$ cat src/rtl/motor_timer_ctrl.sv
// motor_timer_ctrl: off-timer setting selection, 1 s prescaler and countdown with expiry pulse
module motor_timer_ctrl #(
  parameter int TICK_DIV = 100_000_000
) (
  input  logic       i_clk,
  input  logic       i_reset,
  input  logic       i_btn_timer,
  input  logic       i_motor_on,
  output logic [4:0] o_timeState,
  output logic [4:0] o_time,
  output logic       o_running,
  output logic       o_expire
);
  localparam int PW = $clog2(TICK_DIV);
  localparam logic [1:0] IDLE   = 2'd0;
  localparam logic [1:0] RUN    = 2'd1;
  localparam logic [1:0] EXPIRE = 2'd2;
  logic [1:0]    state, state_n;
  logic [PW-1:0] presc, presc_n;
  logic [4:0]    set_n, rem_n, adv;
  logic          tick;
  assign tick = presc == PW'(TICK_DIV - 1);
  assign adv  = o_timeState == 5'd0  ? 5'd5  :
                o_timeState == 5'd5  ? 5'd10 :
                o_timeState == 5'd10 ? 5'd15 :
                o_timeState == 5'd15 ? 5'd30 : 5'd0;
  // next-state: abort beats press, press beats tick; the displayed setting/time are the state itself
  always_comb begin
    state_n = state;
    presc_n = presc;
    set_n   = o_timeState;
    rem_n   = o_time;
    case (state)
      IDLE: begin
        presc_n = '0;
        if (i_btn_timer && i_motor_on) begin
          set_n   = 5'd5;
          rem_n   = 5'd5;
          state_n = RUN;
        end
      end
      RUN: begin
        if (!i_motor_on) begin
          set_n   = 5'd0;
          rem_n   = 5'd0;
          presc_n = '0;
          state_n = IDLE;
        end else if (i_btn_timer) begin
          set_n   = adv;
          rem_n   = adv;
          presc_n = '0;
          state_n = adv == 5'd0 ? IDLE : RUN;
        end else begin
          presc_n = tick ? '0 : presc + PW'(1);
          if (tick) begin
            rem_n   = o_time > 5'd1 ? o_time - 5'd1 : 5'd0;
            state_n = o_time > 5'd1 ? RUN : EXPIRE;
          end
        end
      end
      default: begin
        set_n   = 5'd0;
        rem_n   = 5'd0;
        presc_n = '0;
        state_n = IDLE;
      end
    endcase
  end
  // state and registered outputs; status flags are decoded from the next state so they align with it
  always_ff @(posedge i_clk or negedge i_reset) begin
    if (!i_reset) begin
      state       <= IDLE;
      presc       <= '0;
      o_timeState <= 5'd0;
      o_time      <= 5'd0;
      o_running   <= 1'b0;
      o_expire    <= 1'b0;
    end else begin
      state       <= state_n;
      presc       <= presc_n;
      o_timeState <= set_n;
      o_time      <= rem_n;
      o_running   <= state_n == RUN;
      o_expire    <= state_n == EXPIRE;
    end
  end
endmodule

$ cat config.mk
export PLATFORM = sky130hd
export DESIGN_NAME = motor_timer_ctrl
export DESIGN_NICKNAME = d
export VERILOG_FILES = /design/src/rtl/motor_timer_ctrl.sv
export SDC_FILE = /design/constraint.sdc
export NUM_CORES = 1
export LEC_CHECK = 0
export ABC_CLOCK_PERIOD_IN_PS = 5900
export CAP_MARGIN = 15
export CORE_MARGIN = 2
export CORE_UTILIZATION = 28
export DETAILED_ROUTE_END_ITERATION = 10
export MAX_ROUTING_LAYER = met4
export PLACE_DENSITY = 0.45
export SKIP_LAST_GASP = 1
export SLEW_MARGIN = 20
export SYNTH_ARGS = -nofsm -noshare
export SYNTH_HDL_FRONTEND = slang
export SYNTH_SLANG_ARGS = --single-unit
$ cat constraint.sdc
create_clock -name i_clk -period 5.9 [get_ports i_clk]
set_clock_uncertainty 0.1 [all_clocks]
set_input_delay 0.59 -clock i_clk [delete_from_list [all_inputs] [get_ports i_clk]]
set_output_delay 0.59 -clock i_clk [all_outputs]
set_load 0.02 [all_outputs]
Yosys cells after proc, flatten, opt, wreduce, memory -nomap -nowiden
Index checks and enable logic that the tools add are counted.
- $lt $le $gt $ge: 1
- multiplexer cells: 24
- reduce and logical (&&, ||, !) cells: 6
- add/sub/neg operators: 2
- equality and inequality tests: 10
- operators by type and width (kind ; number):
    $mux W27 ; 4
    $mux W5 ; 11
    $add A27 B1 Y27 const B ; 1
    $eq A27 B27 Y1 const B ; 1
    $pmux W5 S2 ; 2
    $eq A5 B4 Y1 const B ; 2
    $logic_not A5 Y1 ; 2
    $mux W2 ; 5
    $eq A5 B3 Y1 const B ; 1
    $gt A5 B1 Y1 const B ; 1
    $sub A5 B1 Y5 const B ; 1
    $eq A2 B1 Y1 const B ; 2
    $ne A4 B4 Y1 const B ; 1
    $pmux W2 S2 ; 1
    $reduce_and A2 Y1 ; 2
    $ne A3 B3 Y1 const B ; 1
    $eq A2 B2 Y1 const B ; 1
    $logic_not A2 Y1 ; 1
    $ne A2 B2 Y1 const B ; 1
    $logic_and A1 B1 Y1 ; 1
    $mux W1 ; 1
- input bits: 4
- word-level logic and storage cells: 49
- output and inout bits: 12
- flip-flop bits (word level): 41

Logic depth before layout (Yosys ltp)
- depth after elaboration: 11
- mapped depth: 9
- mapped depth without buffers: 7

Least setup slack after synthesis
Ideal clock, no wire load.
- kind: register to register
- start point: register presc[0]
- end point: register o_time[0]
- path slack: 4019 ps
- data required time: 5675 ps
- period minus slack after synthesis: 1881 ps
- stages on the path, launching flop included: 8
- path buffers: 1
- arrival time: 1657 ps
- setup time: 125 ps
- cell sequence: dfrtp_1 -> ha_1 -> and3_1 -> buf_2 -> nand4_4 -> nor3_4 -> o21ai_2 -> mux2_2
- word-level cells in the longest chain between the ends: 3
- RTL lines (what ; RTL line ; source):
    start, declared ; 19 ; logic [PW-1:0] presc, presc_n;
    start signal, assigned ; 80 ; presc <= presc_n;
    $eq A27 B27 Y1 ; 22 ; assign tick = presc == PW'(TICK_DIV - 1);
    $ne A4 B4 Y1 (no line) ; -- ;
    $reduce_and A2 Y1 (no line) ; -- ;
    end signal, assigned ; 82 ; o_time <= rem_n;
    end, declared ; 10 ; output logic [4:0] o_time,
No other way between the ends.
A chain may end at the register's enable or synchronous reset.

Worst setup path after layout
- start point: input i_motor_on
- end point: register o_time[2]
- word-level cells in the longest chain between the ends: 3
- elaborated cells between the ends (all ways): 6
- classes of those cells: 2 x eq/ne; 2 x mux; 2 x reduce/logical
- RTL lines (what ; RTL line ; source):
    start, declared ; 8 ; input logic i_motor_on,
    $logic_and A1 B1 Y1 ; 36 ; if (i_btn_timer && i_motor_on) begin
    $ne A2 B2 Y1 (no line) ; -- ;
    $reduce_and A2 Y1 (no line) ; -- ;
Parallel ways exist; a longest one is shown, timed or not.

==> results.py <==
metrics = {
    "clocking": {
        "clk_pin_slew_ns": 0.08,
        "postCtsSetupRepairBufs": 0,
        "cts_resized": 0,
        "cts.sinks": 40,
        "clockRootBuffer": "clkbuf_8",
        "cts_buffer_depth": 2,
        "holdBufCountCts": 0,
        "cts_inserted_buffers": 5,
        "insertion_delay_ns": 0.29,
        "cts_tree": "yes",
        "htreeDepth": 2,
    },
    "sta": {
        "finalCritPeriodShare_pct": 45.6,
        "rsz0062_at_grt": "false",
        "setup_viol": 0,
        "layout_setup_ws_ns": 3.21,
        "relSlewSlack_pct": 36.8,
        "fmax_ghz": 0.372,
        "hold_viol": 0,
        "tightest_slew_ns": 0.948,
        "finalMaxSlewViolations": 0,
        "period_needed_ns": 2.69,
        "setup_tns_ns": 0,
    },
    "placed_design": {
        "dp_hpwl_um": 3010,
        "post_dp_cell_area_um2": 2360,
        "pre_cts_ws_ns": 2.90,
        "io_buffers": 15,
        "gp_congestion": 0.759,
    },
    "power": {
        "vdd_drop_max_mv": 0.116,
        "clock_power_share_pct": 30.7,
        "p_int_mw": 0.404,
        "power.total_mw": 0.565,
        "netSwitchingPower_mw": 0.161,
        "p_per_area_nw_per_um2": 232,
        "power_leakage_nw": 0.963,
        "seqPwrFrac_pct": 53.1,
        "p_comb_share_pct": 16.3,
        "switching_share_pct": 28.4,
    },
    "global_route": {
        "grt_max_degree": 41,
        "grt_pass1_vias": 1547,
        "grt_antenna_before_repair": 0,
        "grtUsageTotal_pct": 11.9,
        "grt-ovfl-total": 0,
        "grt_pass1_wl_um": 7730,
    },
    "critical_path": {
        "path_cells": "clkdlybuf4s50_1 -> nor2b_1 -> nand3b_4 -> or2_1 -> a22oi_1",
        "ff2ff_path_depth": 6,
        "r2r_slack_ns": 3.32,
        "critPathKind": "primary input to flip-flop",
        "cp_max_fo": 27,
        "timing.rr.end": "o_time[2]$_DFFE_PN0P_",
        "endpoint_kind": "flip-flop",
        "critical_path.max_stage_delay_ns": 0.61,
        "slowest_stage": "clkdlybuf4s50_1",
        "path_delay_family": "simple AND/OR/NAND/NOR gates",
        "cp.required_ns": 6.00,
        "r2r-start": "presc[0]$_DFF_PN0_",
        "crit_buf_inv": 1,
        "crit_path_start_kind": "primary input",
        "critPathArrivalTime_ns": 2.78,
    },
    "detailed_routing": {
        "via_count": 1542,
        "first_pass_iters": 4,
        "ant_nets": 0,
        "remaining_drc_errors": 0,
        "drt-vias-per-instance": 4.58,
        "avgRoutedWirePerCell_um": 12.9,
        "dr.first_iter.drc_count": 94,
        "finalWirelength_um": 4360,
    },
    "finish": {
        "layout_commonest_cell": "nor2_1",
        "utilization_pct": 33.2,
        "final_cell_mix": "nor2_1 (43), dfrtp_1 (40), xnor2_1 (17)",
        "area_delta_synth_final_pct": 13.2,
        "post-route-cell-area_um2": 2430,
        "fin_nets": 245,
        "drive_above_1_share_pct": 6.30,
        "antenna_cells": 0,
    },
    "die": {
        "ios": 16,
        "fp.dieW_um": 91.6,
        "die_area_um2": 8400,
        "rows": 31,
        "start_util_pct": 29.3,
        "core_um2": 7330,
        "chipHeight_um": 91.6,
    },
    "yosys": {
        "ys_warn_count": 0,
        "synth-xor-area-share_pct": 11.0,
        "synth_edf_count": 0,
        "synth_compound_area_share_pct": 9.08,
        "avgSynthCellArea_um2": 9.56,
        "yosysSeqAreaShare_pct": 46.5,
        "synth_fa_ha_area_share_pct": 1.75,
        "synth_top_area_share_pct": 46.5,
        "synth_top_family_by_area": "simple AND/OR/NAND/NOR gates",
        "ys.flop_type": "dfrtp_1",
        "synth_mux_area_share_pct": 0.989,
        "ys_types": 44,
        "synth_area_leaders": "dfrtp_1 (47%), nor2_1 (7.5%), xnor2_1 (6.9%), xor2_1 (4.1%), nand3_1 (2.8%)",
        "yosys.area_share.simple_pct": 26.4,
        "synth-seq-cells": 40,
        "netlist_instances": 225,
        "async_flop_share_pct": 100,
        "syn-cell-area_um2": 2150,
        "synth_nets": 232,
        "yosys.area.top_type": "dfrtp_1",
    },
    "min_path": {
        "hp-class": "primary input to asynchronous set/reset pin",
    },
    "outcome": {
        "status": "finished, final reports clean",
    },
    "run": {
        "max_cap_violations": 0,
    },
}
## cells in the mapped netlist (all sizes together) (2+ instances only)
library cell and count:
dfrtp 40, o2bb2ai 2, nor2b 3, nor2 43
and4 6, a31o 2, nor4 2, nor3 12
xor2 10, o21ai 4, a31oi 2, buf 7
and3 2, nand4 7, nand3 12, clkbuf 2
a211oi 3, and2 2, xnor2 17, ha 3
a21oi 6, nand2 15, inv 8
## metal layers
| metal | vias to the layer above | share of wire, % | track usage (%) |
|---|---|---|---|
| li1 | 802 | - | - |
| met1 | 723 | 51 | 15.8 |
| met2 | 12 | 46 | 18.1 |
| met3 | 5 | 2.3 | 2.38 |
| met4 | 0 | 1.6 | 4.17 |
| met5 | - | 0 | - |
## power groups by stage
stage	Combinational [mW]	Sequential [mW]	Clock, mW
2_1_floorplan	0.0511	0.310	0
3_3_place_gp	0.0953	0.306	0
3_5_place_dp	0.0934	0.306	0
4_1_cts	0.0937	0.300	0.181
5_1_grt	0.102	0.303	0.197
6_report	0.0918	0.300	0.173
## sequential cells by signal, indices dropped and copies added, names as in the netlist
name / count
o_timeState: 4
state: 2
o_expire: 1
o_running: 1
presc: 27
o_time: 5
## cell type report
class                           count  area, um2
Fill cell                         760       4900
Multi-Input combinational cell    168       1060
Sequential cell                    40       1000
Timing Repair Buffer               15        145
Tap cell                           99        124
Clock buffer                        6       72.6
Inverter                            8       30.0
Clock inverter                      1       5.00
## worst max-delay path by stage
stage,start,endpoint,slack [ns],cells past startpoint
3_5_place_dp,i_motor_on,o_time[2]$_DFFE_PN0P_,2.90,5
4_1_cts,i_motor_on,o_time[2]$_DFFE_PN0P_,3.19,5
6_report,i_motor_on,o_time[2]$_DFFE_PN0P_,3.21,5
5_1_grt,i_motor_on,o_time[2]$_DFFE_PN0P_,3.01,5
3_3_place_gp,i_motor_on,o_time[2]$_DFFE_PN0P_,2.91,5
2_1_floorplan,presc[0]$_DFF_PN0_,o_time[0]$_DFFE_PN0P_,4.02,7
## cell families after synthesis
logic type,Yosys count
compound gates,28
xor+xnor,27
simple gates,108
flops,40
fa+ha+maj,3
mux,2
buf+inv,17
## per-stage QoR
step,hold slack (ns),instances
floorplan,0.194,225
global placement,0.387,330
detailed placement,0.378,330
CTS,0.362,337
global route,0.388,337
finish,0.320,337
Note: power is estimated with default switching activity, not from simulation.
